**src/rtl/stream_regfile_mp_pkg.sv**
```systemverilog
// Shared types and defaults for the streaming polynomial register file.
//   coeff_t        one RNS residue
//   NREG/NCOEFF/NPRIMES  default geometry for instances of stream_regfile_mp
//   rf_state_e     op sequencer states
//   idx_w()        index width that never collapses to zero bits
package stream_regfile_mp_pkg;

  localparam int unsigned COEFF_W = 16;
  typedef logic [COEFF_W-1:0] coeff_t;

  localparam int unsigned NREG    = 4;
  localparam int unsigned NCOEFF  = 8;
  localparam int unsigned NPRIMES = 2;

  typedef enum logic [1:0] {
    ST_IDLE  = 2'd0,
    ST_RUN   = 2'd1,
    ST_DRAIN = 2'd2
  } rf_state_e;

  function automatic int unsigned idx_w(input int unsigned n);
    return (n > 1) ? $clog2(n) : 1;
  endfunction

endpackage

```
**src/rtl/stream_regfile_mp_rf_beat_mem.sv**
```systemverilog
// Beat-organised polynomial storage: DEPTH words of WIDTH bits.
//   clk            clock
//   ren/raddr      NRD independent read ports; rdata is registered and only
//                  updates when its ren is high, so it holds while stalled
//   we/waddr/wdata single write port (host load or FU result)
// A read of the address being written in the same cycle returns the new data.
module stream_regfile_mp_rf_beat_mem #(
  parameter int unsigned DEPTH = 32,
  parameter int unsigned WIDTH = 16,
  parameter int unsigned NRD   = 2,
  parameter int unsigned AW    = 5
) (
  input  logic                      clk,
  input  logic [NRD-1:0]            ren,
  input  logic [NRD-1:0][AW-1:0]    raddr,
  output logic [NRD-1:0][WIDTH-1:0] rdata,
  input  logic                      we,
  input  logic [AW-1:0]             waddr,
  input  logic [WIDTH-1:0]          wdata
);

  logic [WIDTH-1:0] mem [DEPTH];

  always_ff @(posedge clk) begin
    if (we) mem[waddr] <= wdata;
  end

  always_ff @(posedge clk) begin
    for (int unsigned i = 0; i < NRD; i++) begin
      if (ren[i]) rdata[i] <= (we && (waddr == raddr[i])) ? wdata : mem[raddr[i]];
    end
  end

endmodule

```
**src/rtl/stream_regfile_mp.sv**
```systemverilog
// Multi-source streaming register file. Each register is one RNS polynomial
// stored as NBEATS beats of LANES residues (element e = c*NPRIMES_P + p,
// lane 0 lowest). An op streams up to NSRC source registers to an FU and
// writes the FU result stream back into a destination register.
//   clk, reset              clock, async active-high reset
//   rf_ready                idle and able to accept start / host writes
//   start, src_idx, src_en, dst_idx   op request
//   src_valid/data/last/ready         source streams (lockstep)
//   dst_valid/data/last, dst_ready    result stream
//   done                    one-cycle pulse at op completion
//   len_err                 sticky: dst_last seen on a non-final beat
//   host_we/reg/beat/data   host load port, honoured only when rf_ready
module stream_regfile_mp
  import stream_regfile_mp_pkg::*;
#(
  parameter  int unsigned NREG_P    = NREG,
  parameter  int unsigned NCOEFF_P  = NCOEFF,
  parameter  int unsigned NPRIMES_P = NPRIMES,
  parameter  int unsigned LANES     = 1,
  parameter  int unsigned NSRC      = 2,
  localparam int unsigned NBEATS    = NCOEFF_P * NPRIMES_P / LANES,
  localparam int unsigned RW        = idx_w(NREG_P),
  localparam int unsigned BW        = idx_w(NBEATS)
) (
  input  logic                            clk,
  input  logic                            reset,
  output logic                            rf_ready,
  input  logic                            start,
  input  logic [NSRC-1:0][RW-1:0]         src_idx,
  input  logic [NSRC-1:0]                 src_en,
  input  logic [RW-1:0]                   dst_idx,
  output logic [NSRC-1:0]                 src_valid,
  output coeff_t [NSRC-1:0][LANES-1:0]    src_data,
  output logic [NSRC-1:0]                 src_last,
  input  logic [NSRC-1:0]                 src_ready,
  input  logic                            dst_valid,
  input  coeff_t [LANES-1:0]              dst_data,
  input  logic                            dst_last,
  output logic                            dst_ready,
  output logic                            done,
  output logic                            len_err,
  input  logic                            host_we,
  input  logic [RW-1:0]                   host_reg,
  input  logic [BW-1:0]                   host_beat,
  input  coeff_t [LANES-1:0]              host_data
);

  if ((NCOEFF_P * NPRIMES_P) % LANES != 0) begin : g_lanes_chk
    $error("LANES must divide NCOEFF_P*NPRIMES_P");
  end
  if (NSRC < 1 || NSRC > 3) begin : g_nsrc_chk
    $error("NSRC must be in 1..3");
  end

  typedef coeff_t [LANES-1:0] lane_vec_t;

  localparam int unsigned PW    = $clog2(NBEATS + 1);
  localparam int unsigned DEPTH = NREG_P * NBEATS;
  localparam int unsigned AW    = idx_w(DEPTH);
  localparam int unsigned LW    = $bits(lane_vec_t);
  localparam logic [PW-1:0] BEATS_PW = PW'(NBEATS);

  rf_state_e state, state_n;

  logic [NSRC-1:0][RW-1:0] src_q;
  logic [NSRC-1:0]         en_q;
  logic [RW-1:0]           dst_q;
  // rd_ptr counts source beats handed over; wr_ptr counts result beats written
  logic [PW-1:0]           rd_ptr, wr_ptr, rd_next;
  logic                    vld_q, last_q, rdy_q, done_q, err_q;

  logic                    accept, src_go, dst_go, last_wr, dst_rdy_c;
  logic [NSRC-1:0]         ren;
  logic [NSRC-1:0][AW-1:0] raddr;
  logic [NSRC-1:0][LW-1:0] rdata;
  logic                    we;
  logic [AW-1:0]           waddr;
  lane_vec_t               wdata;

  assign accept    = start && rdy_q;
  assign src_go    = vld_q && ((src_ready | ~en_q) == '1);
  // A result beat may only land on a beat whose source has already left,
  // which keeps in-place ops from overwriting unread data.
  assign dst_rdy_c = (state != ST_IDLE) && (wr_ptr < rd_ptr);
  assign dst_go    = dst_valid && dst_rdy_c;
  assign last_wr   = dst_go && (wr_ptr == BEATS_PW - PW'(1));
  assign rd_next   = rd_ptr + PW'(1);

  // Read ports: beat 0 is fetched on the accepting edge, later beats are
  // prefetched on each handshake so the output register never bubbles.
  always_comb begin
    ren   = '0;
    raddr = '0;
    for (int unsigned i = 0; i < NSRC; i++) begin
      if (accept) begin
        ren[i]   = src_en[i];
        raddr[i] = AW'(src_idx[i]) * AW'(NBEATS);
      end else if (src_go && (rd_next < BEATS_PW)) begin
        ren[i]   = en_q[i];
        raddr[i] = AW'(src_q[i]) * AW'(NBEATS) + AW'(rd_next);
      end
    end
  end

  // Host writes only happen while idle and result writes only while busy,
  // so the shared write port never sees both.
  always_comb begin
    we    = 1'b0;
    waddr = '0;
    wdata = '0;
    if (host_we && rdy_q) begin
      we    = 1'b1;
      waddr = AW'(host_reg) * AW'(NBEATS) + AW'(host_beat);
      wdata = host_data;
    end else if (dst_go) begin
      we    = 1'b1;
      waddr = AW'(dst_q) * AW'(NBEATS) + AW'(wr_ptr);
      wdata = dst_data;
    end
  end

  stream_regfile_mp_rf_beat_mem #(
    .DEPTH (DEPTH),
    .WIDTH (LW),
    .NRD   (NSRC),
    .AW    (AW)
  ) u_mem (
    .clk   (clk),
    .ren   (ren),
    .raddr (raddr),
    .rdata (rdata),
    .we    (we),
    .waddr (waddr),
    .wdata (wdata)
  );

  always_comb begin
    state_n = state;
    case (state)
      ST_IDLE:  if (accept) state_n = ST_RUN;
      ST_RUN: begin
        if (last_wr) state_n = ST_IDLE;
        else if (src_go && (rd_next == BEATS_PW)) state_n = ST_DRAIN;
      end
      ST_DRAIN: if (last_wr) state_n = ST_IDLE;
      default:  state_n = ST_IDLE;
    endcase
  end

  always_ff @(posedge clk or posedge reset) begin
    if (reset) begin
      state  <= ST_IDLE;
      src_q  <= '0;
      en_q   <= '0;
      dst_q  <= '0;
      rd_ptr <= '0;
      wr_ptr <= '0;
      vld_q  <= 1'b0;
      last_q <= 1'b0;
      rdy_q  <= 1'b0;
      done_q <= 1'b0;
      err_q  <= 1'b0;
    end else begin
      state  <= state_n;
      rdy_q  <= (state_n == ST_IDLE);
      done_q <= last_wr;
      if (accept) begin
        src_q  <= src_idx;
        en_q   <= src_en;
        dst_q  <= dst_idx;
        rd_ptr <= '0;
        wr_ptr <= '0;
        vld_q  <= 1'b1;
        last_q <= (NBEATS == 1);
        err_q  <= 1'b0;
      end else begin
        if (src_go) begin
          rd_ptr <= rd_next;
          vld_q  <= (rd_next < BEATS_PW);
          last_q <= (rd_next == BEATS_PW - PW'(1));
        end
        if (dst_go) begin
          wr_ptr <= wr_ptr + PW'(1);
          if (dst_last && (wr_ptr != BEATS_PW - PW'(1))) err_q <= 1'b1;
        end
      end
    end
  end

  assign rf_ready  = rdy_q;
  assign src_valid = en_q & {NSRC{vld_q}};
  assign src_last  = en_q & {NSRC{vld_q && last_q}};
  assign src_data  = rdata;
  assign dst_ready = dst_rdy_c;
  assign done      = done_q;
  assign len_err   = err_q;

endmodule

```
**config.mk**
```make
export PLATFORM = sky130hd
export DESIGN_NAME = stream_regfile_mp
export DESIGN_NICKNAME = d
export VERILOG_FILES = /design/src/rtl/stream_regfile_mp_pkg.sv /design/src/rtl/stream_regfile_mp_rf_beat_mem.sv /design/src/rtl/stream_regfile_mp.sv
export SDC_FILE = /design/constraint.sdc
export NUM_CORES = 1
export LEC_CHECK = 0
export ABC_CLOCK_PERIOD_IN_PS = 10800
export CORE_UTILIZATION = 45
export DETAILED_ROUTE_END_ITERATION = 10
export PLACE_DENSITY_LB_ADDON = 0.1
export SYNTH_ARGS = -nofsm -noshare
export SYNTH_HDL_FRONTEND = slang
export SYNTH_SLANG_ARGS = --single-unit
```
**constraint.sdc**
```tcl
create_clock -name clk -period 10.8 [get_ports clk]
set_clock_uncertainty 0.1 [all_clocks]
set_input_delay 2.16 -clock clk [delete_from_list [all_inputs] [get_ports clk]]
set_output_delay 2.16 -clock clk [all_outputs]
set_load 0.02 [all_outputs]
```
* After elaboration in Yosys (flattened, before gate mapping) *
Memories as Yosys holds them, arrays and structs flattened. A register that Yosys moved wholly into a read port is not among the register bits.
Index checks and enable logic that the tools add are counted.

operators by class
  reductions and logical operators = 17
  equality and inequality tests = 7
  add/sub/neg operators = 6
  muxes and demuxes = 32
  magnitude comparators = 2
  bitwise logic cells = 4

operators by type and width
  cell                                               number
  two-way mux 6 bit                                  6
  two-way mux 16 bit                                 2
  two-way mux 5 bit                                  4
  adder 6 x 5 -> 6 bit                               3
  two-way mux 1 bit                                  15
  adder 5 x 1 -> 5 bit, second input constant        2
  == test 5 x 4 -> 1 bit, second input constant      2
  logical AND 1 bit                                  10
  two-way mux 2 bit                                  4
  nonzero test 2 bit                                 4
  adder 6 x 4 -> 6 bit                               1
  case mux 2 bit (3 select lines)                    1
  == test 5 bit, second input constant               1
  less-than comparator 5 bit                         1
  less-than comparator 5 bit, second input constant  1
  != test 5 x 4 -> 1 bit, second input constant      1
  bitwise AND 2 bit                                  2
  == test 2 bit, second input constant               2
  zero test 2 bit                                    2
  == test 2 x 1 -> 1 bit, second input constant      1
  inverter 2 bit                                     1
  bitwise OR 2 bit                                   1
  AND reduction 2 bit                                1

storage, ports and cells
  memory bits (writable) = 1024
  flip-flop bits (word level) = 25
  output and inout bits = 40
  memories = 1

memories
  memory     words  bits a word  rd ports  clocked after memory_dff  wr ports  line                                 RTL
  u_mem.mem  64     16           2         2                         1         stream_regfile_mp_rf_beat_mem.sv:22  logic [WIDTH-1:0] mem [DEPTH];

* Logic depth before layout (Yosys ltp) *
Gate-level depths: netlist of the first run.

  depth in word-level cells = 9
  depth in mapped cells = 15

* Hierarchy *
From an unflattened synthesis of the first run, not the netlist that was laid out.

second synthesis, totals
  cells, all modules = 3449
  area, all modules = 51579.5 µm²

by module, submodules not included
  module                         area each (µm²)  cells each  times used
  stream_regfile_mp_rf_beat_mem  49772.7          3205        1
  stream_regfile_mp              1806.7           244         1

* Worst setup path after synthesis of the first run *
Ideal clock, no wire load.

  path kind = input port to flip-flop
  start point = in dst_valid
  end point = mem u_mem.mem[23][0], enable pin
  cell stages on the path = 6
  data required time = 10.311 ns
  arrival = 4.440 ns
  setup slack = 5.872 ns
  cell sequence = or3b_4 a21o_4 o31a_2 or3_2 clkbuf_1 nor2_1

on the way
  cells in the longest elaborated chain, start to end = 5

ends and longest elaborated chain
  element                                  line                                 RTL
  from (decl)                              stream_regfile_mp.sv:36              input logic dst_valid,
  logical AND 1 bit (*)                    stream_regfile_mp.sv:85              assign dst_go = dst_valid && dst_rdy_c;
  two-way mux 1 bit                        stream_regfile_mp.sv:115             end else if (dst_go) begin
  two-way mux 1 bit                        stream_regfile_mp.sv:111             if (host_we && rdy_q) begin
  two-way mux 1 bit                        stream_regfile_mp_rf_beat_mem.sv:25  if (we) mem[waddr] <= wdata;
  two-way mux 1 bit (implied by the code)  stream_regfile_mp_rf_beat_mem.sv:25
  to (decl)                                stream_regfile_mp_rf_beat_mem.sv:22

Every way passes the cells marked *; elsewhere a longest branch is shown, timed or not.

* Worst setup path after layout of the first run *
  start point = reg rd_ptr[0]
  end point = reg u_mem.rdata[19] (netlist bit) (read register of u_mem.mem), data pin

on the way
  cells in the longest elaborated chain, start to end = 5

ends and longest elaborated chain
  element                                                 line                                 RTL
  from (decl)                                             stream_regfile_mp.sv:69              logic [PW-1:0] rd_ptr, wr_ptr, rd_next;
  from (signal assigned)                                  stream_regfile_mp.sv:178             rd_ptr <= rd_next;
  adder 5 x 1 -> 5 bit (*)                                stream_regfile_mp.sv:87              assign rd_next = rd_ptr + PW'(1);
  less-than comparator 5 bit                              stream_regfile_mp.sv:98              end else if (src_go && (rd_next < BEATS_PW)) begin
  logical AND 1 bit                                       stream_regfile_mp.sv:98
  two-way mux 6 bit or two-way mux 1 bit (tied branches)  stream_regfile_mp.sv:98
  two-way mux 6 bit or two-way mux 1 bit (tied branches)  stream_regfile_mp.sv:95              if (accept) begin
  to (decl)                                               stream_regfile_mp_rf_beat_mem.sv:16  output logic [NRD-1:0][WIDTH-1:0] rdata,

Marked as above.
A chain may end at the register's enable or synchronous reset.

==> impl_metrics.csv, run 1 <==
group,metric,value,unit
run_status,run_status,"finished, final reports clean",
synthesis,synthDominantAreaCellType,"sky130_fd_sc_hd__edfxtp_1",
power_and_ir_drop,power_leakage,0.0177,uW
sta,finalSetupViolCount,0,
clock_network,cts-buffers-inserted,110,
sta,timing_max_transition_violations_final,0,
global_routing,antenna_violations_before_repair,4,
floorplanning,die_area,101000,sq um
sta,maxClockFrequency,0.155,GHz
clock_network,cts.root.buffer_cell,"sky130_fd_sc_hd__clkbuf_16",
floorplanning,placementRows,115,
sta,timing.max_slew.rel_slack,0.147,
clock_network,cts_htree_levels,3,
synthesis,avgSynthCellArea,17.3,sq um
synthesis,synth_ff_type,"sky130_fd_sc_hd__edfxtp_1",
synthesis,synthMostInstantiatedCell,"sky130_fd_sc_hd__edfxtp_1",
setup_path,timing.setup.critical_path_class,"flop to flop",
synthesis,yosys-top-cells-count,"sky130_fd_sc_hd__edfxtp_1, sky130_fd_sc_hd__mux2i_1, sky130_fd_sc_hd__inv_1",
placed_design,gp_routability_congestion,0.917,
setup_path,startpoint,"rd_ptr[0]$_DFFE_PP0P_",
global_routing,number_of_global_route_vias_before_repair,24600,
placed_design,dp_hpwl,83.9,mm
detailed_routing,post_drt_via_cell_ratio,6.18,
hold_path,min-delay-start,"dst_q[0]$_DFFE_PP0P_",
synthesis,yosys_warn_count,0,
setup_path,worst_r2r_startpoint,"rd_ptr[0]$_DFFE_PP0P_",
floorplanning,dieWidth,317,um
hold_path,hold_path_class,"flop to flop",
synthesis,netlist_area,44800,sq um
clock_network,tritoncts,"built",
detailed_routing,detail_route.wirelength,134,mm
floorplanning,die_h,317,um
detailed_routing,route.detailed.drc,0,
setup_path,critPathArrivalTime,6.81,ns
placed_design,port_buffers,93,
clock_network,path_clk_slew,0.06,ns
synthesis,synth_top_area_share,0.708,
flow_run,max_cap_violations,0,
synthesis,synth.yosys.seq_area_share,0.722,
clock_network,numClockSinks,1081,
cells_and_area,final_net_count,2791,
sta,final_min_period_over_clock_period,0.599,
floorplanning,floorplan.initialDensity,0.455,
clock_network,clockBufferDepth,3,
setup_path,critical_path.endpoint_type,"flop",
placed_design,placedInstanceArea,47400,sq um
clock_network,post_cts_buffers,0,
setup_path,worst-endpoint-required,11.13,ns
synthesis,synth_enable_flop_cells,1056,
floorplanning,coreArea,98400,sq um
global_routing,first_pass_grt_wire_length,189,mm
cells_and_area,post_layout_instance_area,51200,sq um
clock_network,post_cts_resized,0,
synthesis,netlist-cell-type-count,77,
synthesis,synth-async-reset-ratio,0.0231,
setup_path,critical_path_fanout_max,68,
clock_network,clk_latency,0.71,ns
cells_and_area,area_delta_synth_final,14.2,%
cells_and_area,multi_input_gate_area,11100,sq um
power_and_ir_drop,vdd_drop_max,0.272,mV
setup_path,kind_of_launch_point_of_the_worst_setup_path,"flop",
synthesis,number_of_synthesized_register_bits,1081,
floorplanning,top_level_ports,94,
detailed_routing,avgRoutedWirePerCell,32.7,um
global_routing,grt-ovfl-total,0,
clock_network,cts_hold_buf,0,
power_and_ir_drop,power-per-cell-area,338,nW/um^2
detailed_routing,detailedRoute.firstIterationViolations,3190,
cells_and_area,drive_gt1_frac,0.209,
detailed_routing,drt.antenna.violating_nets,0,
sta,unrepaired_setup_endpoints_after_global_routing,"false",
synthesis,synthesis.nets,2659,
detailed_routing,drt_first_pass_iters,9,
global_routing,grt_use_total,0.264,
global_routing,grt_start_max_net_pins,85,
sta,timing.setup.tns,0,ns
cells_and_area,sequential_cell_area,32300,sq um
sta,period_needed,6.47,ns
detailed_routing,vias,25400,
sta,finalHoldViolCount,0,
cells_and_area,filler_cell_count,7942,
sta,worst_pin_slew,1.28,ns
synthesis,synthesis.instances,2593,
synthesis,yosys-top-cells-area,"sky130_fd_sc_hd__edfxtp_1, sky130_fd_sc_hd__mux4_2, sky130_fd_sc_hd__mux2i_1, sky130_fd_sc_hd__o221a_2, sky130_fd_sc_hd__mux2_2",
## logic make-up (layout without fill, tap and decap cells)
kind of cell	after synthesis	in the layout	synth area share
AO/OA/AOI/OAI	446	446	0.0783
XOR/XNOR	21	21	0.00469
adder cells (fa/ha/maj)	12	12	0.00335
buffers and inverters	335	561	0.0313
flip-flops	1081	1081	0.722
multiplexers	385	385	0.124
other	0	1	0
AND/OR/NAND/NOR	313	313	0.0367
## registers in the layout (all words and copies together), names as in the netlist, 2 cells and up
register and count:
u_mem.mem 1024, src_q 4, dst_q 2, en_q 2, wr_ptr 5, state 2
u_mem.rdata 32, rd_ptr 5
## power breakdown
group	switching [uW]	internal [uW]
logic	5110	2670
registers	212	5330
clock network	1610	2360
## final timing paths
path	endpoint	slack (ns)	depth (start not counted)
worst max-delay path	u_mem.rdata[19]$_DFFE_PP_	4.33	11
worst min-delay path	dst_q[0]$_DFFE_PP0P_	0.40	2
worst max register to register	u_mem.rdata[19]$_DFFE_PP_	4.33	11
worst min register to register	dst_q[0]$_DFFE_PP0P_	0.40	2
max in group asynchronous	rd_ptr[0]$_DFFE_PP0P_	7.93	2
min in group asynchronous	last_q$_DFFE_PP0P_	1.91	2
## layout by cell type, fill, tap and decap left out, types with 36 or more instances in the layout
| master | instances |
|---|---|
| sky130_fd_sc_hd__a21oi_1 | 83 |
| sky130_fd_sc_hd__clkbuf_16 | 111 |
| sky130_fd_sc_hd__a21o_1 | 63 |
| sky130_fd_sc_hd__inv_1 | 137 |
| sky130_fd_sc_hd__and2_1 | 65 |
| sky130_fd_sc_hd__mux2i_1 | 194 |
| sky130_fd_sc_hd__nand2_1 | 36 |
| sky130_fd_sc_hd__nor3_1 | 65 |
| sky130_fd_sc_hd__mux4_2 | 128 |
| sky130_fd_sc_hd__mux2_2 | 63 |
| sky130_fd_sc_hd__nor2_1 | 90 |
| sky130_fd_sc_hd__clkdlybuf4s50_1 | 93 |
| sky130_fd_sc_hd__o221a_2 | 65 |
| sky130_fd_sc_hd__a222oi_1 | 62 |
| sky130_fd_sc_hd__o21ai_0 | 69 |
| sky130_fd_sc_hd__buf_4 | 106 |
| sky130_fd_sc_hd__edfxtp_1 | 1056 |
| sky130_fd_sc_hd__o32ai_1 | 64 |
## metrics by stage
step | worst slack [ns] | util | total power (uW) | instances | hold WS (ns)
after floorplan | 5.87 | - | 10300 | 2593 | 0.352
after global placement | 4.07 | 0.482 | 13300 | 3900 | 0.374
after detailed placement | 4.11 | 0.482 | 13300 | 3900 | 0.379
after CTS | 4.32 | 0.520 | 17300 | 4106 | 0.392
after global routing | 4.04 | 0.520 | 17800 | 4106 | 0.432
final | 4.33 | 0.520 | 17300 | 4107 | 0.399
## layer usage
layer / share of wire / global-route usage / up-vias / wire length (um)
met3: 0.091 / 0.0555 / 187 / 12300
met4: 0.028 / 0.0813 / 2 / 3740
met1: 0.43 / 0.385 / 13300 / 57800
met2: 0.45 / 0.399 / 1208 / 60400
met5: 0.000082 / 0 / - / 11
li1: - / - / 10600 / -
## critical path, cell delays in order, from the launching register on
cell and delay (ns):
sky130_fd_sc_hd__dfrtp_4 0.88, sky130_fd_sc_hd__inv_4 0.43, sky130_fd_sc_hd__ha_4 0.72, sky130_fd_sc_hd__buf_4 0.78, sky130_fd_sc_hd__buf_4 0.93, sky130_fd_sc_hd__mux2i_1 0.28, sky130_fd_sc_hd__a21oi_1 0.15, sky130_fd_sc_hd__o221a_2 0.32
sky130_fd_sc_hd__o32ai_1 0.90, sky130_fd_sc_hd__mux2i_1 0.17, sky130_fd_sc_hd__mux2i_1 0.18, sky130_fd_sc_hd__mux2i_1 0.10
## final cells by class
type | instances | area share
Multi-Input combinational cell | 1177 | 0.217
Clock buffer | 134 | 0.0560
Sequential cell | 1081 | 0.632
Timing Repair Buffer | 200 | 0.0341
Antenna cell | 1 | 0.0000489
Tap cell | 1287 | 0.0315
Inverter | 155 | 0.0116
Clock inverter | 72 | 0.0175
Power figures use the tool's default switching activity.
==> run 2, diff against run 1 <==
--- a/config.mk
+++ b/config.mk
@@ -5,7 +5,7 @@
 export SDC_FILE = /design/constraint.sdc
 export NUM_CORES = 1
 export LEC_CHECK = 0
-export ABC_CLOCK_PERIOD_IN_PS = 10800
+export ABC_CLOCK_PERIOD_IN_PS = 6110
 export CORE_UTILIZATION = 45
 export DETAILED_ROUTE_END_ITERATION = 10
 export PLACE_DENSITY_LB_ADDON = 0.1
==> constraint.sdc (replaced) <==
create_clock -name clk -period 6.11 [get_ports clk]
set_clock_uncertainty 0.1 [all_clocks]
set_input_delay 1.222 -clock clk [delete_from_list [all_inputs] [get_ports clk]]
set_output_delay 1.222 -clock clk [all_outputs]
set_load 0.02 [all_outputs]
==> run 2 against run 1 <==
Against the previous run:
- sequential share of layout area shrank 0.43 points
- setup slack got worse by 3.3 ns
- first-iteration DRC count is 4.6% lower
- sequential power increased by 76%
- non-clock buffer count up 52
- via count up 0.42%
- clock power up 68%
- critical endpoint is now u_mem.rdata[14]$_DFFE_PP_
- clock-buffer cell count rose by 9
==> impl_metrics.csv, run 2 (synthesis gave the netlist of run 1 again) <==
group,metric,value,unit
detailed_routing,met3WireLength,9.40,mm
hold_path,min-delay-start,"src_q[2]$_DFFE_PP0P_",
cells_and_area,regMostFlops,"u_mem.mem",
clock_network,clk_latency,0.70,ns
setup_path,timing.setup.critical_path_class,"flop to flop",
cells_and_area,sequential_cell_area,32300,sq um
clock_network,path_clk_slew,0.06,ns
detailed_routing,met1Wirelength,57.2,mm
floorplanning,coreArea,98400,sq um
floorplanning,placementRows,115,
setup_path,critical_path.endpoint_type,"flop",
floorplanning,floorplan.initialDensity,0.455,
power_and_ir_drop,power_leakage,0.0179,uW
cells_and_area,postLayoutCoreUtil,0.523,
detailed_routing,drt_first_pass_iters,6,
detailed_routing,drt.antenna.violating_nets,0,
floorplanning,top_level_ports,94,
power_and_ir_drop,power.sequential.fraction,0.322,
cells_and_area,drive_gt1_frac,0.224,
setup_path,critical_path_fanout_max,36,
clock_network,cts_hold_buf,0,
setup_path,kind_of_launch_point_of_the_worst_setup_path,"flop",
global_routing,grt-ovfl-total,0,
floorplanning,die_h,317,um
cells_and_area,multi_input_gate_area,11100,sq um
sta,finalSetupViolCount,0,
clock_network,clockBufferDepth,3,
placed_design,port_buffers,93,
placed_design,gp_routability_congestion,0.871,
power_and_ir_drop,power-per-cell-area,589,nW/um^2
sta,final_min_period_over_clock_period,0.828,
sta,maxClockFrequency,0.198,GHz
power_and_ir_drop,p_switching,11900,uW
cells_and_area,final_net_count,2844,
clock_network,numClockSinks,1081,
cells_and_area,most-common-layout-cells,"sky130_fd_sc_hd__edfxtp_1, sky130_fd_sc_hd__mux2i_1, sky130_fd_sc_hd__buf_4",
cells_and_area,final_common_cell,"sky130_fd_sc_hd__edfxtp_1",
clock_network,cts.root.buffer_cell,"sky130_fd_sc_hd__clkbuf_16",
global_routing,antenna_violations_before_repair,6,
detailed_routing,post_drt_via_cell_ratio,6.13,
hold_path,hold_path_class,"flop to flop",
sta,finalHoldViolCount,0,
setup_path,startpoint,"rd_ptr[0]$_DFFE_PP0P_",
global_routing,first_pass_grt_wire_length,186,mm
global_routing,grt_start_max_net_pins,105,
setup_path,critPathArrivalTime,5.36,ns
detailed_routing,route.detailed.drc,0,
sta,period_needed,5.06,ns
sta,timing.max_slew.rel_slack,0.114,
cells_and_area,largest_register_ff_count,1024,
power_and_ir_drop,intPower,18500,uW
clock_network,cts-buffers-inserted,111,
detailed_routing,avgRoutedWirePerCell,31.4,um
power_and_ir_drop,share_comb_of_total_power,0.458,
detailed_routing,highest-signal-layer,"met4",
placed_design,dp_hpwl,81.6,mm
global_routing,grt_use_total,0.257,
flow_run,max_cap_violations,0,
cells_and_area,largestRegisters,"u_mem.mem: 1024 flops, u_mem.rdata: 32 flops",
cells_and_area,filler_cell_count,7922,
sta,timing.setup.tns,0,ns
sta,unrepaired_setup_endpoints_after_global_routing,"false",
power_and_ir_drop,power_frac_clock,0.220,
setup_path,worst_r2r_startpoint,"rd_ptr[0]$_DFFE_PP0P_",
detailed_routing,vias,25500,
setup_path,worst-endpoint-required,6.41,ns
global_routing,number_of_global_route_vias_before_repair,24900,
floorplanning,dieWidth,317,um
sta,worst_pin_slew,1.33,ns
clock_network,tritoncts,"built",
clock_network,post_cts_buffers,0,
detailed_routing,detail_route.wirelength,130,mm
floorplanning,die_area,101000,sq um
detailed_routing,detailedRoute.firstIterationViolations,3043,
power_and_ir_drop,fin_total_pwr,30400,uW
detailed_routing,wl_met2,60.8,mm
run_status,run_status,"finished, final reports clean",
clock_network,cts_htree_levels,3,
clock_network,post_cts_resized,0,
sta,timing_max_transition_violations_final,0,
power_and_ir_drop,netSwitchingFraction,0.392,
cells_and_area,area_delta_synth_final,15.0,%
power_and_ir_drop,vdd_drop_max,0.343,mV
==> run 2: cell types whose count changed in the layout (fill, tap and decap cells not counted), moves of 2 or more <==
cell	before	now
sky130_fd_sc_hd__buf_4	106	147
sky130_fd_sc_hd__bufinv_16	20	11
sky130_fd_sc_hd__inv_2	11	16
sky130_fd_sc_hd__clkinvlp_4	2	6
sky130_fd_sc_hd__clkbuf_16	111	114
sky130_fd_sc_hd__clkbuf_8	0	4
sky130_fd_sc_hd__buf_12	1	12
sky130_fd_sc_hd__clkinv_1	27	21
sky130_fd_sc_hd__inv_16	2	0
sky130_fd_sc_hd__clkbuf_1	23	25
sky130_fd_sc_hd__clkinv_2	22	19
==> run 2: path summary, 6_finish.rpt <==
kind | depth (start not counted) | to | slack (ns)
min | 2 | src_q[2]$_DFFE_PP0P_ | 0.40
min reg2reg | 2 | src_q[2]$_DFFE_PP0P_ | 0.40
min in group asynchronous | 2 | wr_ptr[3]$_DFFE_PP0P_ | 0.98
max reg2reg | 10 | u_mem.rdata[14]$_DFFE_PP_ | 1.05
max | 10 | u_mem.rdata[14]$_DFFE_PP_ | 1.05
max in group asynchronous | 2 | rd_ptr[0]$_DFFE_PP0P_ | 4.20
==> run 2: power by group through the flow <==
stage	Sequential (uW)	Combinational [uW]	Clock, uW
after floorplan	9840	8280	0
after global placement	9920	13600	0
after detailed placement	9920	13800	0
after CTS	9770	13900	6800
after global routing	9790	14600	7090
final	9770	13900	6690
==> run 2: area by class of cell <==
cell class,count,share of cell area
clock inverters,60,0.0114
well taps,1287,0.0313
multi-input cells,1177,0.216
clock buffers,143,0.0583
diodes,2,0.0000971
repair buffers,252,0.0442
inverters,155,0.0114
flip-flops and latches,1081,0.628
==> run 2: worst max-delay path, stage by stage, from the launching register on <==
cell and delay (ns):
sky130_fd_sc_hd__dfrtp_4 0.90, sky130_fd_sc_hd__inv_4 0.22, sky130_fd_sc_hd__ha_4 0.72, sky130_fd_sc_hd__a21oi_1 0.19, sky130_fd_sc_hd__and3_2 0.58, sky130_fd_sc_hd__buf_4 0.36
sky130_fd_sc_hd__o221a_2 0.29, sky130_fd_sc_hd__o32ai_1 0.90, sky130_fd_sc_hd__mux2i_1 0.16, sky130_fd_sc_hd__mux2i_1 0.20, sky130_fd_sc_hd__mux2i_1 0.09
==> run 2: routing by layer <==
metal  track usage  vias to the layer above
met5             0                        -
met2         0.404                     1089
met1         0.375                    13400
met4        0.0701                        0
met3        0.0396                      192
li1              -                    10800
==> run 2: through the flow <==
step	hold slack, ns	setup slack [ns]	std cells	cell area [sq um]
after detailed placement	0.386	0.959	3952	47900
after global placement	0.371	0.942	3952	47900
after global routing	0.419	0.769	4155	51500
final	0.399	1.05	4157	51500
after CTS	0.404	1.03	4155	51500
after floorplan	0.352	2.12	2593	44800
